### config.mk
export PLATFORM = sky130hd
export DESIGN_NAME = score_keeper_flat
export DESIGN_NICKNAME = d
export VERILOG_FILES = /design/src/rtl/score_keeper_pkg.sv /design/src/rtl/score_keeper_if.sv /design/src/rtl/score_keeper_bcd_digit.sv /design/src/rtl/score_keeper.sv /design/src/flat_wrapper.sv
export SDC_FILE = /design/constraint.sdc
export NUM_CORES = 1
export LEC_CHECK = 0
export BUFFER_PORTS_ARGS = -buffer_cell sky130_fd_sc_hd__buf_2
export CORE_MARGIN = 1
export CORE_UTILIZATION = 60
export CTS_CLUSTER_DIAMETER = 150
export CTS_CLUSTER_SIZE = 20
export DETAILED_ROUTE_END_ITERATION = 7
export PLACE_DENSITY = 0.85
export REMOVE_ABC_BUFFERS = 1
export SLEW_MARGIN = 20
export SYNTH_ARGS = -nofsm -noshare
export SYNTH_HDL_FRONTEND = slang
export SYNTH_HIERARCHICAL = 1
export SYNTH_SLANG_ARGS = --single-unit
### constraint.sdc
create_clock -name clk -period 7 [get_ports clk]
set_input_delay 0.35 -clock clk [delete_from_list [all_inputs] [get_ports clk]]
set_output_delay 0.35 -clock clk [all_outputs]
set_load 0.005 [all_outputs]
### src/rtl/score_keeper_pkg.sv
// score_keeper_pkg: game-phase encoding and BCD score geometry shared by the score keeper files.
package score_keeper_pkg;
    typedef enum logic [1:0] {ST_IDLE = 2'd0, ST_RUN = 2'd1, ST_OVER = 2'd2} state_t;
    localparam int BCD_W = 4;
    localparam int NDIG = 4;
    localparam int SCORE_W = BCD_W * NDIG;
endpackage

### src/rtl/score_keeper_if.sv
// score_keeper_if: game control inputs and score/status outputs of the score keeper.
interface score_keeper_if;
    import score_keeper_pkg::*;
    logic               i_start;
    logic               i_collide;
    logic               o_running;
    logic               o_over;
    logic               o_milestone;
    logic [SCORE_W-1:0] o_score;
    logic [SCORE_W-1:0] o_hiscore;
    modport master (output i_start, i_collide, input o_running, o_over, o_milestone, o_score, o_hiscore);
    modport slave  (input i_start, i_collide, output o_running, o_over, o_milestone, o_score, o_hiscore);
endinterface

### src/rtl/score_keeper_bcd_digit.sv
// bcd_digit: one decimal digit of the score counter; carries out when stepping past 9.
module bcd_digit
    import score_keeper_pkg::*;
(
    input  logic             clk,
    input  logic             rst,
    input  logic             i_clr,
    input  logic             i_inc,
    input  logic             i_carry_in,
    output logic             o_carry_out,
    output logic [BCD_W-1:0] o_digit
);
    logic [BCD_W-1:0] r_digit;
    logic             w_step;
    assign w_step      = i_inc & i_carry_in;
    assign o_carry_out = w_step & (r_digit == BCD_W'(9));
    assign o_digit     = r_digit;
    always_ff @(posedge clk) begin
        if (!rst || i_clr) r_digit <= '0;
        else if (w_step) r_digit <= o_carry_out ? '0 : r_digit + 1'b1;
    end
endmodule

### src/rtl/score_keeper.sv
// score_keeper: IDLE/RUN/OVER game FSM advancing a 4-digit BCD score with a milestone pulse.
// Define HISCORE_EN to keep a best-score register; otherwise o_hiscore is tied to zero.
module score_keeper
    import score_keeper_pkg::*;
#(
    parameter int TICK_DIV = 5_000_000,
    parameter int MS_DIGIT = 1
) (
    input logic           clk,
    input logic           rst,
    score_keeper_if.slave bus
);
    localparam int PW = $clog2(TICK_DIV);
    localparam logic [PW-1:0] P_LAST = PW'(TICK_DIV - 1);
    state_t             r_state, w_next;
    logic [PW-1:0]      r_pre;
    logic               r_start_d, r_col_d, r_running, r_over, r_milestone;
    logic               w_start_ev, w_col_ev, w_clr, w_tick, w_unused;
    logic [NDIG:0]      w_carry;
    logic [SCORE_W-1:0] w_score;
    assign w_start_ev = bus.i_start & ~r_start_d;
    assign w_col_ev   = bus.i_collide & ~r_col_d;
    // A collide in RUN both ends the game and swallows that cycle's point.
    always_comb begin
        w_next = r_state;
        w_clr  = 1'b0;
        w_tick = 1'b0;
        if (r_state == ST_RUN) begin
            w_next = w_col_ev ? ST_OVER : ST_RUN;
            w_tick = ~w_col_ev & (r_pre == P_LAST);
        end else if (w_start_ev) begin
            w_next = ST_RUN;
            w_clr  = 1'b1;
        end
    end
    always_ff @(posedge clk) begin
        if (!rst) begin
            r_state     <= ST_IDLE;
            r_pre       <= '0;
            r_start_d   <= 1'b0;
            r_col_d     <= 1'b0;
            r_running   <= 1'b0;
            r_over      <= 1'b0;
            r_milestone <= 1'b0;
        end else begin
            r_state     <= w_next;
            r_start_d   <= bus.i_start;
            r_col_d     <= bus.i_collide;
            r_running   <= w_next == ST_RUN;
            r_over      <= w_next == ST_OVER;
            r_milestone <= w_carry[MS_DIGIT+1];
            r_pre       <= w_clr ? '0 : r_state != ST_RUN ? r_pre : r_pre == P_LAST ? '0 : r_pre + 1'b1;
        end
    end
    assign w_carry[0] = 1'b1;
    for (genvar d = 0; d < NDIG; d++) begin : g_dig
        bcd_digit u_digit (
            .clk         (clk),
            .rst         (rst),
            .i_clr       (w_clr),
            .i_inc       (w_tick),
            .i_carry_in  (w_carry[d]),
            .o_carry_out (w_carry[d+1]),
            .o_digit     (w_score[d*BCD_W +: BCD_W])
        );
    end
    assign w_unused        = w_carry[NDIG];
    assign bus.o_running   = r_running;
    assign bus.o_over      = r_over;
    assign bus.o_milestone = r_milestone;
    assign bus.o_score     = w_score;
`ifdef HISCORE_EN
    logic [SCORE_W-1:0] r_hiscore;
    // Score is frozen in OVER, so comparing every OVER cycle equals a one-shot update.
    always_ff @(posedge clk) begin
        if (!rst) r_hiscore <= '0;
        else if (r_state == ST_OVER && w_score > r_hiscore) r_hiscore <= w_score;
    end
    assign bus.o_hiscore = r_hiscore;
`else
    assign bus.o_hiscore = '0;
`endif
endmodule

### src/flat_wrapper.sv
// flat-port wrapper written by rule: the top's interface ports become plain ports
module score_keeper_flat import score_keeper_pkg::*;
#(
    parameter int TICK_DIV = 5_000_000,
    parameter int MS_DIGIT = 1
)
  (clk, rst, bus_i_start, bus_i_collide, bus_o_running, bus_o_over, bus_o_milestone, bus_o_score, bus_o_hiscore);
  score_keeper_if bus_i ();
  input logic clk;
  input logic rst;
  input wire logic [$bits(bus_i.i_start)-1:0] bus_i_start;
  input wire logic [$bits(bus_i.i_collide)-1:0] bus_i_collide;
  output wire logic [$bits(bus_i.o_running)-1:0] bus_o_running;
  output wire logic [$bits(bus_i.o_over)-1:0] bus_o_over;
  output wire logic [$bits(bus_i.o_milestone)-1:0] bus_o_milestone;
  output wire logic [$bits(bus_i.o_score)-1:0] bus_o_score;
  output wire logic [$bits(bus_i.o_hiscore)-1:0] bus_o_hiscore;
  assign bus_i.i_start = bus_i_start;
  assign bus_i.i_collide = bus_i_collide;
  assign bus_o_running = bus_i.o_running;
  assign bus_o_over = bus_i.o_over;
  assign bus_o_milestone = bus_i.o_milestone;
  assign bus_o_score = bus_i.o_score;
  assign bus_o_hiscore = bus_i.o_hiscore;
  score_keeper #(.TICK_DIV(TICK_DIV), .MS_DIGIT(MS_DIGIT)) u_core (.clk(clk), .rst(rst), .bus(bus_i));
endmodule
After elaboration in Yosys (flattened, before gate mapping)
Index checks and enable logic that the tools add are counted.
{"block": "op_classes", "n_reduce_logical": 3, "add_sub_neg": 5, "bitwise": 14, "eq_ne": 9, "mux": 11}
{"cell": "adder 23 x 1 -> 23 bit, second input constant", "n": 1}
{"cell": "equality test 23 bit, second input constant", "n": 1}
{"cell": "2-to-1 mux 23 bit", "n": 1}
{"cell": "adder 4 x 1 -> 4 bit, second input constant", "n": 4}
{"cell": "equality test 4 bit, second input constant", "n": 4}
{"cell": "2-to-1 mux 4 bit", "n": 4}
{"cell": "AND 1 bit", "n": 10}
{"cell": "2-to-1 mux 2 bit", "n": 3}
{"cell": "equality test 2 x 1 -> 1 bit, second input constant", "n": 2}
{"cell": "NOT 1 bit", "n": 4}
{"cell": "2-to-1 mux 1 bit", "n": 3}
{"cell": "equality test 2 bit, second input constant", "n": 1}
{"cell": "!= test 2 x 1 -> 1 bit, second input constant", "n": 1}
{"cell": "OR reduction 2 bit", "n": 1}
{"cell": "logical NOT 1 bit", "n": 1}
{"cell": "logical OR 1 bit", "n": 1}
{"block": "totals", "reg_bits": 46}

Longest topological paths before layout
{"block": "logic_depth", "ltp_word": 13, "mapped_depth": 13}

Cells and area by module
The synthesis kept the hierarchy.
{"mod": "score_keeper", "cells_each": 173, "area_per_inst_um2": 1496.4, "seq_area_each_um2": 600.6, "instances": 1}
{"mod": "bcd_digit", "cells_each": 28, "area_per_inst_um2": 220.2, "seq_area_each_um2": 80.1, "instances": 4}

Worst setup path before layout
Ideal clock, no wire load.
{"block": "synth_path", "path_type": "reg-to-reg", "from": "reg u_core.r_state[0]", "to": "reg u_core.g_dig[3].u_digit.r_digit[3]", "t_required_ps": 6926, "stages_incl_launch_ff": 14, "arrival_ps": 3497, "slack_ps": 3429, "setup_time_ps": 74, "n_path_buf": 1, "synth_period_minus_slack_ps": 3571, "path_cell_list": "dfxtp_1 > nor2b_1 > clkbuf_1 > nand3_1 > nor4_1 > nand2_1 > nor2b_1 > nand2_1 > nor2b_1 > nand2_1 > nor2b_1 > nand2_1 > or4_1 > a31oi_1"}
{"block": "synth_between", "elab_chain_len": 10, "elab_cells_between_ends": 12, "classes_between": "1 x eq/ne; 3 x mux; 7 x bitwise; 1 x reduce/logical"}
{"element": "start: declaration", "line": "score_keeper.sv:15", "source": "state_t r_state, w_next;"}
{"element": "start signal: assignment", "line": "score_keeper.sv:46", "source": "r_state <= w_next;"}
{"element": "equality test 2 x 1 -> 1 bit *", "line": "score_keeper.sv:28", "source": "if (r_state == ST_RUN) begin"}
{"element": "2-to-1 mux 1 bit *", "line": "score_keeper.sv:28"}
{"element": "net u_core.w_tick", "line": "score_keeper.sv:18", "source": "logic w_start_ev, w_col_ev, w_clr, w_tick, w_unused;"}
{"element": "AND 1 bit *", "line": "score_keeper_bcd_digit.sv:16", "source": "assign o_carry_out = w_step & (r_digit == BCD_W'(9));"}
{"element": "net u_core.w_carry[1]", "line": "score_keeper.sv:19", "source": "logic [NDIG:0] w_carry;"}
{"element": "AND 1 bit *", "line": "score_keeper_bcd_digit.sv:15", "source": "assign w_step = i_inc & i_carry_in;"}
{"element": "AND 1 bit *", "line": "score_keeper_bcd_digit.sv:16"}
{"element": "net u_core.w_carry[2]", "line": "score_keeper.sv:19"}
{"element": "AND 1 bit *", "line": "score_keeper_bcd_digit.sv:15"}
{"element": "AND 1 bit *", "line": "score_keeper_bcd_digit.sv:16"}
{"element": "net u_core.w_carry[3]", "line": "score_keeper.sv:19"}
{"element": "AND 1 bit *", "line": "score_keeper_bcd_digit.sv:15"}
{"element": "AND 1 bit", "line": "score_keeper_bcd_digit.sv:16"}
{"element": "2-to-1 mux 4 bit", "line": "score_keeper_bcd_digit.sv:20", "source": "else if (w_step) r_digit <= o_carry_out ? '0 : r_digit + 1'b1;"}
{"element": "end signal: assignment", "line": "score_keeper_bcd_digit.sv:20"}
{"element": "end: declaration", "line": "score_keeper_bcd_digit.sv:13", "source": "logic [BCD_W-1:0] r_digit;"}
The timed path passes the listed nets; every way through them passes the cells marked *.
A chain may end at the register's enable or synchronous reset.

Final worst setup path
Ends and elaborated chain as after synthesis.

==> out/metrics.json <==
{
  "globalRouteOverflowTotal": {"value": 0},
  "worst_pin_slew": {"value": 0.778, "unit": "ns"},
  "worst_setup_path_start_kind": {"value": "flip-flop"},
  "min_delay_worst_endpoint": {"value": "u_core/r_start_d$_SDFF_PN0_"},
  "slew_headroom": {"value": 47.8, "unit": "%"},
  "post-cts-setup-buffer-count": {"value": 0},
  "detail_route.wl_per_cell": {"value": 12.0, "unit": "µm"},
  "netlist_area_before_placement": {"value": 2370, "unit": "µm²"},
  "io_buffers": {"value": 22},
  "crit_path_cell_trace": {"value": "nor2b_1, nand3_1, nor4_1, buf_4, nand2_1, nor2b_1, nand2_1, nor2b_1, nand2_1, nor2b_1, nand2_1, or4_1, a31oi_1"},
  "drtAntennaViolNets": {"value": 0},
  "detailed_place.area": {"value": 2470, "unit": "µm²"},
  "finish.instance_area": {"value": 2560, "unit": "µm²"},
  "min_period": {"value": 3.52, "unit": "ns"},
  "drv_slew": {"value": 0},
  "tritoncts_num_sinks": {"value": 46},
  "drc": {"value": 0},
  "worst_clock_skew": {"value": 0.00487, "unit": "ns"},
  "grt_pass1_wl": {"value": 7230, "unit": "µm"},
  "drt-initial-drc-count": {"value": 150},
  "syn2layout_area_growth": {"value": 8.18, "unit": "%"},
  "rows": {"value": 22},
  "dr.pass1.iters": {"value": 4},
  "antenna_found_initial": {"value": 0},
  "ctsHoldBuffers": {"value": 0},
  "power_density": {"value": 176, "unit": "nW/µm²"},
  "cts_tree": {"value": "yes"},
  "die_area": {"value": 4210, "unit": "µm²"},
  "timing.setup.critical_path_class": {"value": "flip-flop to flip-flop"},
  "critical_path.reg2reg.endpoint": {"value": "u_core/g_dig[3].u_digit/o_digit[3]$_SDFFE_PP0P_"},
  "achievable-frequency": {"value": 0.284, "unit": "GHz"},
  "detailed_place_hpwl": {"value": 3160, "unit": "µm"},
  "cts_made_buffers": {"value": 5},
  "grt_pass1_vias": {"value": 1706},
  "synthesis.yosys.warnings": {"value": 6},
  "worst-endpoint-required": {"value": 7.23, "unit": "ns"},
  "viasPerCell": {"value": 5.52},
  "nets": {"value": 323},
  "hold_violations": {"value": 0},
  "worst-path-buf-inv": {"value": 1},
  "drt-total-wl": {"value": 4300, "unit": "µm"},
  "min-delay-start": {"value": "bus_i_start"},
  "initial_core_util": {"value": 63.8, "unit": "%"},
  "status": {"value": "complete, no violations"},
  "final_min_period_over_clock_period": {"value": 50.3, "unit": "%"},
  "routabilityCongestion": {"value": 0.796},
  "die_w": {"value": 64.9, "unit": "µm"},
  "worst_path_max_delay_cell": {"value": "sky130_fd_sc_hd__or4_1"},
  "peakVddDrop": {"value": 0.124, "unit": "mV"},
  "cts_max_level": {"value": 2},
  "detailroute.via_count": {"value": 1983},
  "max_cap_viol_count": {"value": 0},
  "min_path_type": {"value": "primary input to flip-flop"},
  "cts_max_path_buffers": {"value": 2},
  "placed_cells_incl_taps": {"value": 351},
  "layout.cells.non_filler": {"value": 359},
  "pin_count": {"value": 39},
  "global_route.usage.total": {"value": 22.2, "unit": "%"},
  "crit_arrival": {"value": 3.75, "unit": "ns"},
  "min_path_cells": {"value": 2},
  "drive_gt1_share": {"value": 13.8, "unit": "%"},
  "reg2reg_from": {"value": "u_core/r_state[0]$_SDFF_PN0_"},
  "clock_insertion_delay_worst_skew": {"value": 0.30, "unit": "ns"},
  "setup_viol_count_final": {"value": 0},
  "grt_setup_unrepaired": {"value": "no"},
  "post-layout-total-power": {"value": 0.000451, "unit": "W"},
  "rrSetupSlack": {"value": 3.48, "unit": "ns"},
  "synth.avg_cell_area": {"value": 8.35, "unit": "µm²"},
  "placeable_core_area": {"value": 3720, "unit": "µm²"},
  "end_kind": {"value": "flip-flop"},
  "clock_tree.root_cell": {"value": "sky130_fd_sc_hd__clkbuf_8"},
  "grt_max_degree": {"value": 14},
  "reg2reg_depth": {"value": 13},
  "clk_transition_reported_paths": {"value": 0.08, "unit": "ns"},
  "crit_path_max_fanout": {"value": 8},
  "setup-tns-final": {"value": 0, "unit": "ns"},
  "antenna_cells": {"value": 0},
  "total_leakage_power": {"value": 0.934, "unit": "nW"},
  "netlist_instances": {"value": 284},
  "post-route-util": {"value": 69.0, "unit": "%"},
  "critPathMaxStageDelay": {"value": 0.49, "unit": "ns"},
  "die_height": {"value": 64.9, "unit": "µm"},
  "post_cts_resize_count": {"value": 0},
  "crit_family": {"value": "simple AND/OR/NAND/NOR gates"}
}
metal layers:
metal / vias up / GRT usage, % / wire length (µm)
met5: - / 0 / 0
met1: 925 / 27.2 / 1990
met4: 0 / 8.61 / 62
li1: 1014 / - / -
met3: 5 / 4.40 / 152
met2: 39 / 38.0 / 2090
layout by cell type, fill, tap and decap left out, types with 2 or more instances in the layout:
cell / n
sky130_fd_sc_hd__nor2b_1: 5
sky130_fd_sc_hd__buf_2: 22
sky130_fd_sc_hd__nor4_1: 3
sky130_fd_sc_hd__xor2_1: 6
sky130_fd_sc_hd__o21ai_0: 11
sky130_fd_sc_hd__and3b_2: 4
sky130_fd_sc_hd__and2_1: 5
sky130_fd_sc_hd__a31oi_1: 4
sky130_fd_sc_hd__conb_1: 18
sky130_fd_sc_hd__a21oi_1: 22
sky130_fd_sc_hd__or4_1: 9
sky130_fd_sc_hd__nand3_1: 15
sky130_fd_sc_hd__dfxtp_1: 46
sky130_fd_sc_hd__buf_4: 2
sky130_fd_sc_hd__or3_2: 3
sky130_fd_sc_hd__inv_1: 12
sky130_fd_sc_hd__or3_1: 15
sky130_fd_sc_hd__nand2b_1: 6
sky130_fd_sc_hd__and3_1: 3
sky130_fd_sc_hd__clkbuf_8: 6
sky130_fd_sc_hd__nor3_1: 4
sky130_fd_sc_hd__nor2_1: 18
sky130_fd_sc_hd__nand2_1: 32
sky130_fd_sc_hd__ha_1: 9
sky130_fd_sc_hd__xnor2_1: 6
sky130_fd_sc_hd__o31ai_1: 3
sky130_fd_sc_hd__nand4_1: 5
stage by stage:
stage	hold slack (ns)	setup slack [ns]
after CTS	0.265	3.47
after detailed placement	0.475	3.52
after global routing	0.295	3.10
final	0.277	3.48
after global placement	0.463	3.68
after floorplan	0.447	3.38
worst register-to-register path, delay by kind of cell (launching register included):
family / cells / cell delay, ns
flops: 1 / 0.40
compound gates: 1 / 0.17
buf+inv: 1 / 0.21
simple gates: 11 / 2.69
final cells by class:
cell class	count	area (µm²)
multi-input combinational	221	1320
fill	315	1150
timing repair buffer	24	125
sequential	46	921
clock buffer	7	86.3
clock inverter	1	5.00
inverter	12	45.0
tap	48	60.1
how the worst max path moves through the flow:
stage | endpoint | startpoint | slack [ns] | cells after the start
2_1_floorplan | u_core/g_dig[3].u_digit/o_digit[3]$_SDFFE_PP0P_ | u_core/r_state[0]$_SDFF_PN0_ | 3.38 | 12
3_3_place_gp | u_core/g_dig[3].u_digit/o_digit[3]$_SDFFE_PP0P_ | u_core/r_state[0]$_SDFF_PN0_ | 3.68 | 13
3_5_place_dp | u_core/g_dig[3].u_digit/o_digit[3]$_SDFFE_PP0P_ | u_core/r_state[0]$_SDFF_PN0_ | 3.52 | 13
4_1_cts | u_core/g_dig[3].u_digit/o_digit[3]$_SDFFE_PP0P_ | u_core/r_state[0]$_SDFF_PN0_ | 3.47 | 13
5_1_grt | u_core/g_dig[3].u_digit/o_digit[3]$_SDFFE_PP0P_ | u_core/r_state[0]$_SDFF_PN0_ | 3.10 | 13
6_report | u_core/g_dig[3].u_digit/o_digit[3]$_SDFFE_PP0P_ | u_core/r_state[0]$_SDFF_PN0_ | 3.48 | 13
report_power, final:
group	internal, W	total (W)	switching [W]
clock	0.0000797	0.000166	0.0000858
sequential	0.000264	0.000266	0.00000174
combinational	0.00000685	0.0000198	0.0000130
total	0.000351	0.000451	0.000101
sequential cells by signal, summed over array words and instances (netlist names):
signal                        cells
u_core/bus.o_running              1
u_core/g_dig.u_digit/o_digit     16
u_core/bus.o_milestone            1
u_core/r_pre                     23
u_core/bus.o_over                 1
u_core/r_col_d                    1
u_core/r_start_d                  1
u_core/r_state                    2
(Power assumes the default switching activity.)
